**src/rtl/echo_delay_ctrl.sv**
```systemverilog
// rtl/echo_delay_ctrl.sv - UART command decode and echo FIFO flush/fill/run sequencer
module echo_delay_ctrl #(
    parameter int DELAY_W    = 15,
    parameter int DELAY_DEF  = 7996,
    parameter int DELAY_MIN  = 16,
    parameter int DELAY_MAX  = 16000,
    parameter int ATTEN_DEF  = 32767,
    parameter int ATTEN_STEP = 200,
    parameter int FLUSH_CYC  = 4
) (
    input  logic               clk,
    input  logic               rst,
    input  logic [7:0]         rs232_data,
    input  logic               rs232_flag,
    input  logic               sample_en,
    input  logic [DELAY_W-1:0] wr_water_level,
    output logic [DELAY_W-1:0] set_delay,
    output logic [15:0]        set_atten,
    output logic               fifo_rst,
    output logic               rd_en,
    output logic               busy,
    output logic               cmd_err
);

    typedef enum logic [1:0] {FLUSH, FILL, RUN} state_t;

    localparam int                 CNT_W    = (FLUSH_CYC > 1) ? $clog2(FLUSH_CYC) : 1;
    localparam logic [CNT_W-1:0]   CNT_LAST = CNT_W'(FLUSH_CYC - 1);
    localparam logic [DELAY_W-1:0] D_DEF    = DELAY_W'(DELAY_DEF);
    localparam logic [DELAY_W-1:0] D_MIN    = DELAY_W'(DELAY_MIN);
    localparam logic [DELAY_W-1:0] D_MAX    = DELAY_W'(DELAY_MAX);
    localparam logic [15:0]        A_DEF    = 16'(ATTEN_DEF);
    localparam logic [15:0]        A_MAX    = 16'd32767;

    state_t             state, state_nxt;
    logic [CNT_W-1:0]   cnt, cnt_nxt;
    logic [DELAY_W-1:0] delay_nxt;
    logic [15:0]        atten_nxt;
    logic               err_nxt;
    logic [16:0]        atten_inc;
    logic signed [17:0] atten_dec;

    assign atten_inc = {1'b0, set_atten} + 17'(ATTEN_STEP);
    assign atten_dec = $signed({2'b00, set_atten}) - $signed(18'(ATTEN_STEP));

    always_comb begin
        delay_nxt = set_delay;
        atten_nxt = set_atten;
        err_nxt   = 1'b0;
        if (rs232_flag) begin
            case (rs232_data)
                8'h11: delay_nxt = (set_delay >= D_MAX) ? D_MAX : set_delay + DELAY_W'(1);
                8'h12: delay_nxt = (set_delay <= D_MIN) ? D_MIN : set_delay - DELAY_W'(1);
                8'h19: atten_nxt = (atten_inc > {1'b0, A_MAX}) ? A_MAX : atten_inc[15:0];
                8'h1A: atten_nxt = atten_dec[17] ? 16'd0 : atten_dec[15:0];
                8'h1F: begin
                    delay_nxt = D_DEF;
                    atten_nxt = A_DEF;
                end
                default: err_nxt = 1'b1;
            endcase
        end
    end

    // A real delay change always wins over the phase sequencing, including a pending FILL->RUN.
    always_comb begin
        state_nxt = state;
        cnt_nxt   = cnt;
        if (delay_nxt != set_delay) begin
            state_nxt = FLUSH;
            cnt_nxt   = '0;
        end else begin
            case (state)
                FLUSH: begin
                    if (cnt == CNT_LAST) begin
                        state_nxt = FILL;
                        cnt_nxt   = '0;
                    end else begin
                        cnt_nxt = cnt + CNT_W'(1);
                    end
                end
                FILL: begin
                    if (sample_en && (wr_water_level >= set_delay))
                        state_nxt = RUN;
                end
                RUN:     state_nxt = RUN;
                default: state_nxt = FLUSH;
            endcase
        end
    end

    always_ff @(posedge clk) begin
        if (rst) begin
            state     <= FLUSH;
            cnt       <= '0;
            set_delay <= D_DEF;
            set_atten <= A_DEF;
            cmd_err   <= 1'b0;
        end else begin
            state     <= state_nxt;
            cnt       <= cnt_nxt;
            set_delay <= delay_nxt;
            set_atten <= atten_nxt;
            cmd_err   <= err_nxt;
        end
    end

    assign fifo_rst = (state == FLUSH);
    assign rd_en    = (state == RUN);
    assign busy     = (state != RUN);

endmodule

```
**config.mk**
```make
export PLATFORM = sky130hd
export DESIGN_NAME = echo_delay_ctrl
export DESIGN_NICKNAME = d
export VERILOG_FILES = /design/src/rtl/echo_delay_ctrl.sv
export SDC_FILE = /design/constraint.sdc
export NUM_CORES = 1
export LEC_CHECK = 0
export CAP_MARGIN = 20
export CELL_PAD_IN_SITES_DETAIL_PLACEMENT = 0
export CELL_PAD_IN_SITES_GLOBAL_PLACEMENT = 1
export CORE_ASPECT_RATIO = 0.75
export CORE_UTILIZATION = 42
export CTS_CLUSTER_DIAMETER = 50
export DETAILED_ROUTE_END_ITERATION = 16
export GPL_ROUTABILITY_DRIVEN = 0
export PLACE_DENSITY = 0.89
export SLEW_MARGIN = 40
export SYNTH_ARGS = -nofsm -noshare
export SYNTH_HDL_FRONTEND = slang
export SYNTH_SLANG_ARGS = --single-unit
export TNS_END_PERCENT = 10
```
**constraint.sdc**
```tcl
create_clock -name clk -period 5.67 [get_ports clk]
set_input_delay 1.134 -clock clk [delete_from_list [all_inputs] [get_ports clk]]
set_output_delay 1.134 -clock clk [all_outputs]
set_load 0.02 [all_outputs]
```
# Word level (Yosys, flattened, before mapping)
# Cells that the tools add are included.
# totals
reg_bits,36
inputBits,27
wordCells,47
# classes
n_addsub,5
order_cmp,4
n_eq_ne,12
mux,12
bitwise_logic,1
reduce_logical,8
# ops
operator,count
$pmux 16 s3,1
$mux 15,3
$pmux 15 s3,1
$eq 8x5->1 const B,5
$mux 16,2
$add 16x8->17 const B,1
$gt 17x15->1 const B,1
$sub 16x8->17 const B,1
$add 15x1->15 const B,1
$ge 15x14->1 const B,1
$ge 15x15->1,1
$le 15x5->1 const B,1
$ne 15x15->1,1
$sub 15x1->15 const B,1
$mux 2,3
$pmux 2 s3,1
$reduce_or 5->1,1
$eq 2x2->1 const B,2
$ne 2x2->1 const B,2
$reduce_and 2->1,2
$reduce_or 2->1,2
$reduce_bool 3->1,1
$add 2x1->2 const B,1
$eq 2x1->1 const B,1
other kinds (5),5

# Longest topological paths before layout
# Gate-level depths: netlist of run 1.
# logic_depth
depth_word,6
mapped_depth,12
mapped_depth_nobuf,10

# Worst setup path after synthesis of run 1
# Ideal clock, no wire load.
# synth_timing
kind,in2reg
startpoint,input rs232_data[2]
endpoint,register cnt[1]
t_arrival_ps,3353
required_ps,5592
setup_slack_ps,2239
path_stages,9
n_path_buf,1
cell_sequence,clkbuf_1 > nor4b_2 > o211ai_1 > a311oi_1 > o21ai_0 > a221o_1 > nor4_1 > a21oi_1 > nor3_1
# synth_via
elab_chain_len,5
elab_cells_between_ends,7
# synth_lines
item,line,text
start: declaration,13,"input logic [7:0] rs232_data,"
$eq 8x5->1,51,case (rs232_data)
$pmux 15 s3 (*),51,
$mux 15 (*),50,if (rs232_flag) begin
$ne 15x15->1 (*),69,if (delay_nxt != set_delay) begin
$reduce_or 2->1 (no source line) (*),n/a,
end signal: assignment,101,cnt <= cnt_nxt;
end: declaration,36,"logic [CNT_W-1:0] cnt, cnt_nxt;"
# Mark *: on every way between the ends. The rest lies on a longest branch, timed or not.
# A chain may end at the register's enable or synchronous reset.

# Worst setup path in the final report of run 1
# layout_timing
startpoint,input rs232_data[1]
endpoint,register state[1]
# layout_via
elab_chain_len,5
elab_cells_between_ends,7
# layout_lines
item,line,text
$eq 8x5->1,51,
$pmux 15 s3 (*),51,
$mux 15 (*),50,
$ne 15x15->1 (*),69,
$reduce_or 2->1 (no source line) (*),n/a,
end signal: assignment,100,state <= state_nxt;
end: declaration,35,"state_t state, state_nxt;"
# Marked as above.

==> out/results.txt, run 1 <==
Row count: 29
CTS-repair resized insts: 0
Gate Count Post-Synth: 506
Status: complete, no violations
Cell taking the most area after synthesis: dfxtp_1
RSZ-0062 raised after global routing: no
Synth Register Bits: 34
Crit share post-route: 0.757
CP Class: input pin to register
Post-cts hold buffer count: 0
Via Count: 4191
Syn avg cell area: 7.22 µm²
Clock slew at reported path FFs: 50 ps
Most common cell after layout, fill and taps aside: clkdlybuf4s50_1
Vias in the first global route: 3579
Number of I/O pins: 62
Layout cell share with drive strength beyond 1: 0.0561
Post-route antenna net violation count: 0
Synth area leaders: dfxtp_1 (19%), a21oi_1 (8.2%), ha_1 (8.2%), o21ai_0 (4.7%), nor2_1 (4.4%)
Htree depth: 2
Vert. Die Dim: 82.8 µm
CTS tree: done
Postcts setup bufs: 0
CP Max Fanout: 10
Leakage Power: 1.72 nW
First-pass GRT wire length: 18600 µm
Filler cells: 830
Worst EP required: 5870 ps
Max Clk Rate: 0.233 GHz
Finish-stage setup viols: 0
Ys flop type: dfxtp_1
Initial Util: 0.432
Die ar.: 9080 µm²
DRC violations left: 0
Hold Violations, Final: 0
Grt total ovfl: 0
Pre-antenna DRT Iters: 5
Max-cap violations: 0
Final Net Count: 585
Core ar.: 8450 µm²
Minimum clock period: 4290 ps
PnR worst setup slack: 1380 ps
Setup TNS: 0 ps
Syn nets: 557
Iteration-0 DRC Markers: 427
Synth Cell Area: 3650 µm²
Sequential-to-total area share from yosys stat: 0.186
Critical path data arrival time: 4500 ps
Final setup skew: 7.38 ps
Synth top area share: 0.186
I/O Buffers: 61
DP HPWL: 8970 µm
Clock Tree Buf Depth: 2
Max Slew Vio Count: 0
Clock sink count: 34
Largest net degree at the start of global routing: 23
Min Hold Slack: 555 ps
Slew headroom: 0.467
Min-delay worst type: register to register
Total CTS buffers: 5
GRT Overall Usage: 0.268
Ant. Diodes: 0
Startpoint Class: input pin
EDFF count, synth: 0
Worst setup EP type: register
VDD IR max: 0.110 mV
Die extent in x: 110 µm
Root Driver: clkbuf_16
Post-synth ARST share: 0
Initial antenna violation count: 1
Distinct cells, synth: 76
Routed len/inst: 18.6 µm
Cell Pwr Density: 148 nW/µm²
Pre-CTS WS: 1190 ps
Syn-to-layout area delta: 20.6%
WL final: 12000 µm
Vias per cell: 6.52
YS warnings: 0
Highest-count cells in the layout ignoring fill and taps: clkdlybuf4s50_1 (60), a21oi_1 (59), nor2_1 (43)
Worst-Margin Slew: 795 ps
Clock latency on the worst-skew pair: 280 ps
-- worst paths after layout --
| path | start | cells after the start | end | slack [ps] |
|---|---|---|---|---|
| max | rs232_data[1] | 9 | state[1] | 1380 |
| min | cnt[1] | 2 | cnt[1] | 550 |
| max reg2reg | set_atten[4] | 8 | set_atten[14] | 2160 |
| min reg2reg | cnt[1] | 2 | cnt[1] | 550 |
-- worst max-delay path, stage by stage --
cell	delay, ps
clkdlybuf4s50_1	680
nor4b_2	490
o211ai_1	380
a311oi_1	610
o21ai_0	180
a221o_1	370
nor4_1	260
a21oi_1	180
nor3_1	210
-- metal layers --
| layer | part of all wire | vias up | global-route usage |
|---|---|---|---|
| li1 | - | 1972 | - |
| met1 | 0.48 | 1930 | 0.408 |
| met2 | 0.39 | 261 | 0.372 |
| met3 | 0.11 | 26 | 0.0562 |
| met4 | 0.015 | 2 | 0.0693 |
| met5 | 0.0011 | - | 0 |
-- Yosys cell counts, drive strengths merged (4+ instances only) --
| library cell | count |
|---|---|
| nor3 | 16 |
| a211oi | 7 |
| nand2b | 10 |
| a22oi | 4 |
| and4 | 6 |
| o221ai | 4 |
| dfxtp | 34 |
| nor2 | 43 |
| clkbuf | 35 |
| a31oi | 4 |
| or3 | 5 |
| nor2b | 4 |
| a21oi | 61 |
| inv | 26 |
| nor4b | 5 |
| nor4 | 7 |
| a2111oi | 4 |
| and2 | 5 |
| o22ai | 8 |
| mux2i | 6 |
| a21o | 6 |
| or4 | 6 |
| o211ai | 9 |
| nand3 | 13 |
| nand2 | 25 |
| o21a | 4 |
| a311oi | 4 |
| ha | 24 |
| and3 | 4 |
| o21ai | 37 |
| xnor2 | 9 |
| nand4 | 13 |
| buf | 10 |
-- through the flow --
| stage | std cells | util | instance area (µm²) | power, mW |
|---|---|---|---|---|
| finish | 643 | 0.521 | 4410 | 0.650 |
| global route | 643 | 0.521 | 4410 | 0.673 |
| CTS | 643 | 0.522 | 4410 | 0.658 |
| detailed placement | 635 | 0.502 | 4250 | 0.339 |
| global placement | 634 | 0.500 | 4230 | 0.335 |
| floorplan | 506 | - | 3650 | 0.302 |
-- state kept, by name (all words and copies together) (netlist names) --
| register | flops |
|---|---|
| set_atten | 14 |
| state | 2 |
| set_delay | 15 |
| cnt | 2 |
| cmd_err | 1 |
-- final cells by class --
type	instances	area (µm²)	share of cell area
Clock buffer	5	125	0.0284
Inverter	27	101	0.0230
Tap cell	108	135	0.0307
Timing Repair Buffer	66	641	0.145
Clock inverter	3	40.0	0.00909
Multi-Input combinational cell	400	2680	0.609
Sequential cell	34	681	0.154
-- cells by family (layout without fill, tap and decap cells) --
kind of cell,Yosys count,count (layout),synth area share
compound gates,185,185,0.336
xor+xnor,11,11,0.0264
fa+ha+maj,24,24,0.0822
buf+inv,72,101,0.0822
flops,34,34,0.186
mux,6,6,0.0164
simple gates,174,174,0.271
-- where the power goes --
part	total, mW	switching (mW)	leakage (nW)	internal, mW
sequential	0.249	0.00456	0.276	0.245
clock	0.316	0.111	0.0836	0.206
combinational	0.0846	0.0410	1.36	0.0435
Power figures use the tool's default switching activity.
==> run 2, diff against run 1 <==
--- a/config.mk
+++ b/config.mk
@@ -9,11 +9,11 @@
 export CELL_PAD_IN_SITES_DETAIL_PLACEMENT = 0
 export CELL_PAD_IN_SITES_GLOBAL_PLACEMENT = 1
 export CORE_ASPECT_RATIO = 0.75
-export CORE_UTILIZATION = 42
+export CORE_UTILIZATION = 35
 export CTS_CLUSTER_DIAMETER = 50
 export DETAILED_ROUTE_END_ITERATION = 16
 export GPL_ROUTABILITY_DRIVEN = 0
-export PLACE_DENSITY = 0.89
+export PLACE_DENSITY = 0.79
 export SLEW_MARGIN = 40
 export SYNTH_ARGS = -nofsm -noshare
 export SYNTH_HDL_FRONTEND = slang
==> constraint.sdc (replaced) <==
create_clock -name clk -period 3.8 [get_ports clk]
set_input_delay 0.76 -clock clk [delete_from_list [all_inputs] [get_ports clk]]
set_output_delay 0.76 -clock clk [all_outputs]
set_load 0.02 [all_outputs]
==> run 2 against run 1 <==
  * Sequential share of layout area down 0.56 points
  * Sequential power up 49%
  * Die area up 20%
  * First-iteration DRC count up 15%
  * Clock skew about the same
  * Clock-buffer cell count up 2
  * Highest routed layer is now met4
  * Largest power group unchanged
  * Hold slack worse by 20 ps
  * Wire length up 4.8%
==> out/results.txt, run 2 (synthesized netlist as in run 1, its figures left out) <==
Die ar.: 10900 µm²
Clock Tree Buf Depth: 2
I/O Buffers: 61
Cell Pwr Density: 200 nW/µm²
Vias per cell: 6.17
Largest register FFs: 15
Design area: 4570 µm²
Hold path start: cnt[1]
Root Driver: clkbuf_16
Crit path from: rs232_data[3]
Largest net degree at the start of global routing: 18
Finish-stage setup viols: 0
Clk pwr share: 0.451
Initial antenna violation count: 0
Ant. Diodes: 0
Via Count: 4242
WHS Path Cells: 2
Number of I/O pins: 62
Final setup skew: 7.83 ps
RSZ-0062 raised after global routing: no
CTS tree: done
VDD IR max: 0.178 mV
Post-cts hold buffer count: 0
FF-to-FF path depth: 8
Status: complete, no violations
First-pass GRT wire length: 20000 µm
CTS-repair resized insts: 0
Max-cap violations: 0
Grt total ovfl: 0
Flop-to-flop setup slack: 580 ps
Syn-to-layout area delta: 25.2%
Slew headroom: 0.517
Htree depth: 2
Biggest regs: set_delay (15), set_atten (14)
Leakage Power: 1.81 nW
Max Slew Vio Count: 0
Crit share post-route: 0.906
Pre-antenna DRT Iters: 6
Min-delay worst type: register to register
Worst r2r dst: state[0]
Minimum clock period: 3440 ps
Highest-count cells in the layout ignoring fill and taps: clkdlybuf4s50_1 (61), a21oi_1 (60), nor2_1 (43)
Launch point of the worst reg-to-reg path: set_delay[7]
Setup TNS: 0 ps
Initial Util: 0.369
Placed instance area: 4430 µm²
DP HPWL: 9510 µm
Row count: 31
Clock slew at reported path FFs: 50 ps
Clock latency on the worst-skew pair: 280 ps
Layout cell share with drive strength beyond 1: 0.0847
Worst EP required: 3950 ps
DRC violations left: 0
Core ar.: 9890 µm²
Die extent in x: 120 µm
Iteration-0 DRC Markers: 491
End of the worst hold path: cnt[1]
Hold Violations, Final: 0
Vert. Die Dim: 90.5 µm
Sequential power share: 0.406
CP Max Fanout: 13
Worst-Margin Slew: 717 ps
Final Net Count: 605
Most common cell after layout, fill and taps aside: clkdlybuf4s50_1
GRT Overall Usage: 0.229
CP Class: input pin to register
Post-route antenna net violation count: 0
Routed len/inst: 18.3 µm
Pint: 0.694 mW
Biggest register: set_delay
Max Clk Rate: 0.290 GHz
Combinational share of power: 0.143
Vias in the first global route: 3736
Startpoint Class: input pin
Total Power: 0.915 mW
WL final: 12600 µm
Critical path data arrival time: 3590 ps
Net Sw Frac: 0.242
Total CTS buffers: 5
Worst setup EP type: register
Net Sw Power: 0.221 mW
Clock sink count: 34
Postcts setup bufs: 0
[run 2: changes by cell type in the layout (fill, tap and decap cells not counted)]
| cell | change |
|---|---|
| a21oi_1 | +1 |
| a21oi_2 | -1 |
| buf_2 | -2 |
| buf_4 | +21 |
| bufinv_16 | -1 |
| clkbuf_1 | +1 |
| clkbuf_8 | +1 |
| clkdlybuf4s50_1 | +1 |
| clkinv_2 | -1 |
[run 2: critical path: stages]
cell             delay (ps)
clkdlybuf4s50_1         570
nor4b_2                 460
buf_4                   190
and2_1                  290
o21ai_4                 130
buf_4                   200
o32ai_1                 450
a2111oi_2               130
a21oi_1                 290
nor3_1                  100
[run 2: layout make-up]
class                   count  area, µm²
clock inverters             1       5.00
flip-flops and latches     34        681
fillers                   995       5320
clock buffers               7        143
repair buffers             86        798
multi-input cells         400       2680
well taps                 132        165
inverters                  27        101
[run 2: stage by stage]
stage	hold WS, ps	std cells	setup slack (ps)	util
6_report	535	687	356	0.462
5_1_grt	588	687	127	0.462
4_1_cts	537	687	381	0.462
3_5_place_dp	526	679	103	0.447
3_3_place_gp	530	679	219	0.447
2_1_floorplan	497	506	743	-
[run 2: how the worst max path moves through the flow]
| stage | to | slack, ps |
|---|---|---|
| after global routing | cnt[0] | 130 |
| after CTS | cnt[1] | 380 |
| final | state[0] | 360 |
| after detailed placement | cnt[1] | 100 |
| after floorplan | cnt[1] | 740 |
| after global placement | state[0] | 220 |
[run 2: power groups by stage]
stage          clock network, mW  registers, mW  logic [mW]
2_1_floorplan                  0          0.379      0.0712
3_3_place_gp                   0          0.379       0.127
3_5_place_dp                   0          0.379       0.129
4_1_cts                    0.425          0.372       0.130
5_1_grt                    0.439          0.373       0.146
6_report                   0.413          0.372       0.130
[run 2: metal layers]
| layer | vias to the layer above | wire length (µm) | global-route usage |
|---|---|---|---|
| met1 | 1959 | 6180 | 0.362 |
| met2 | 250 | 4760 | 0.292 |
| met5 | - | 0 | 0 |
| met3 | 21 | 1430 | 0.0631 |
| li1 | 2012 | - | - |
| met4 | 0 | 184 | 0.0521 |
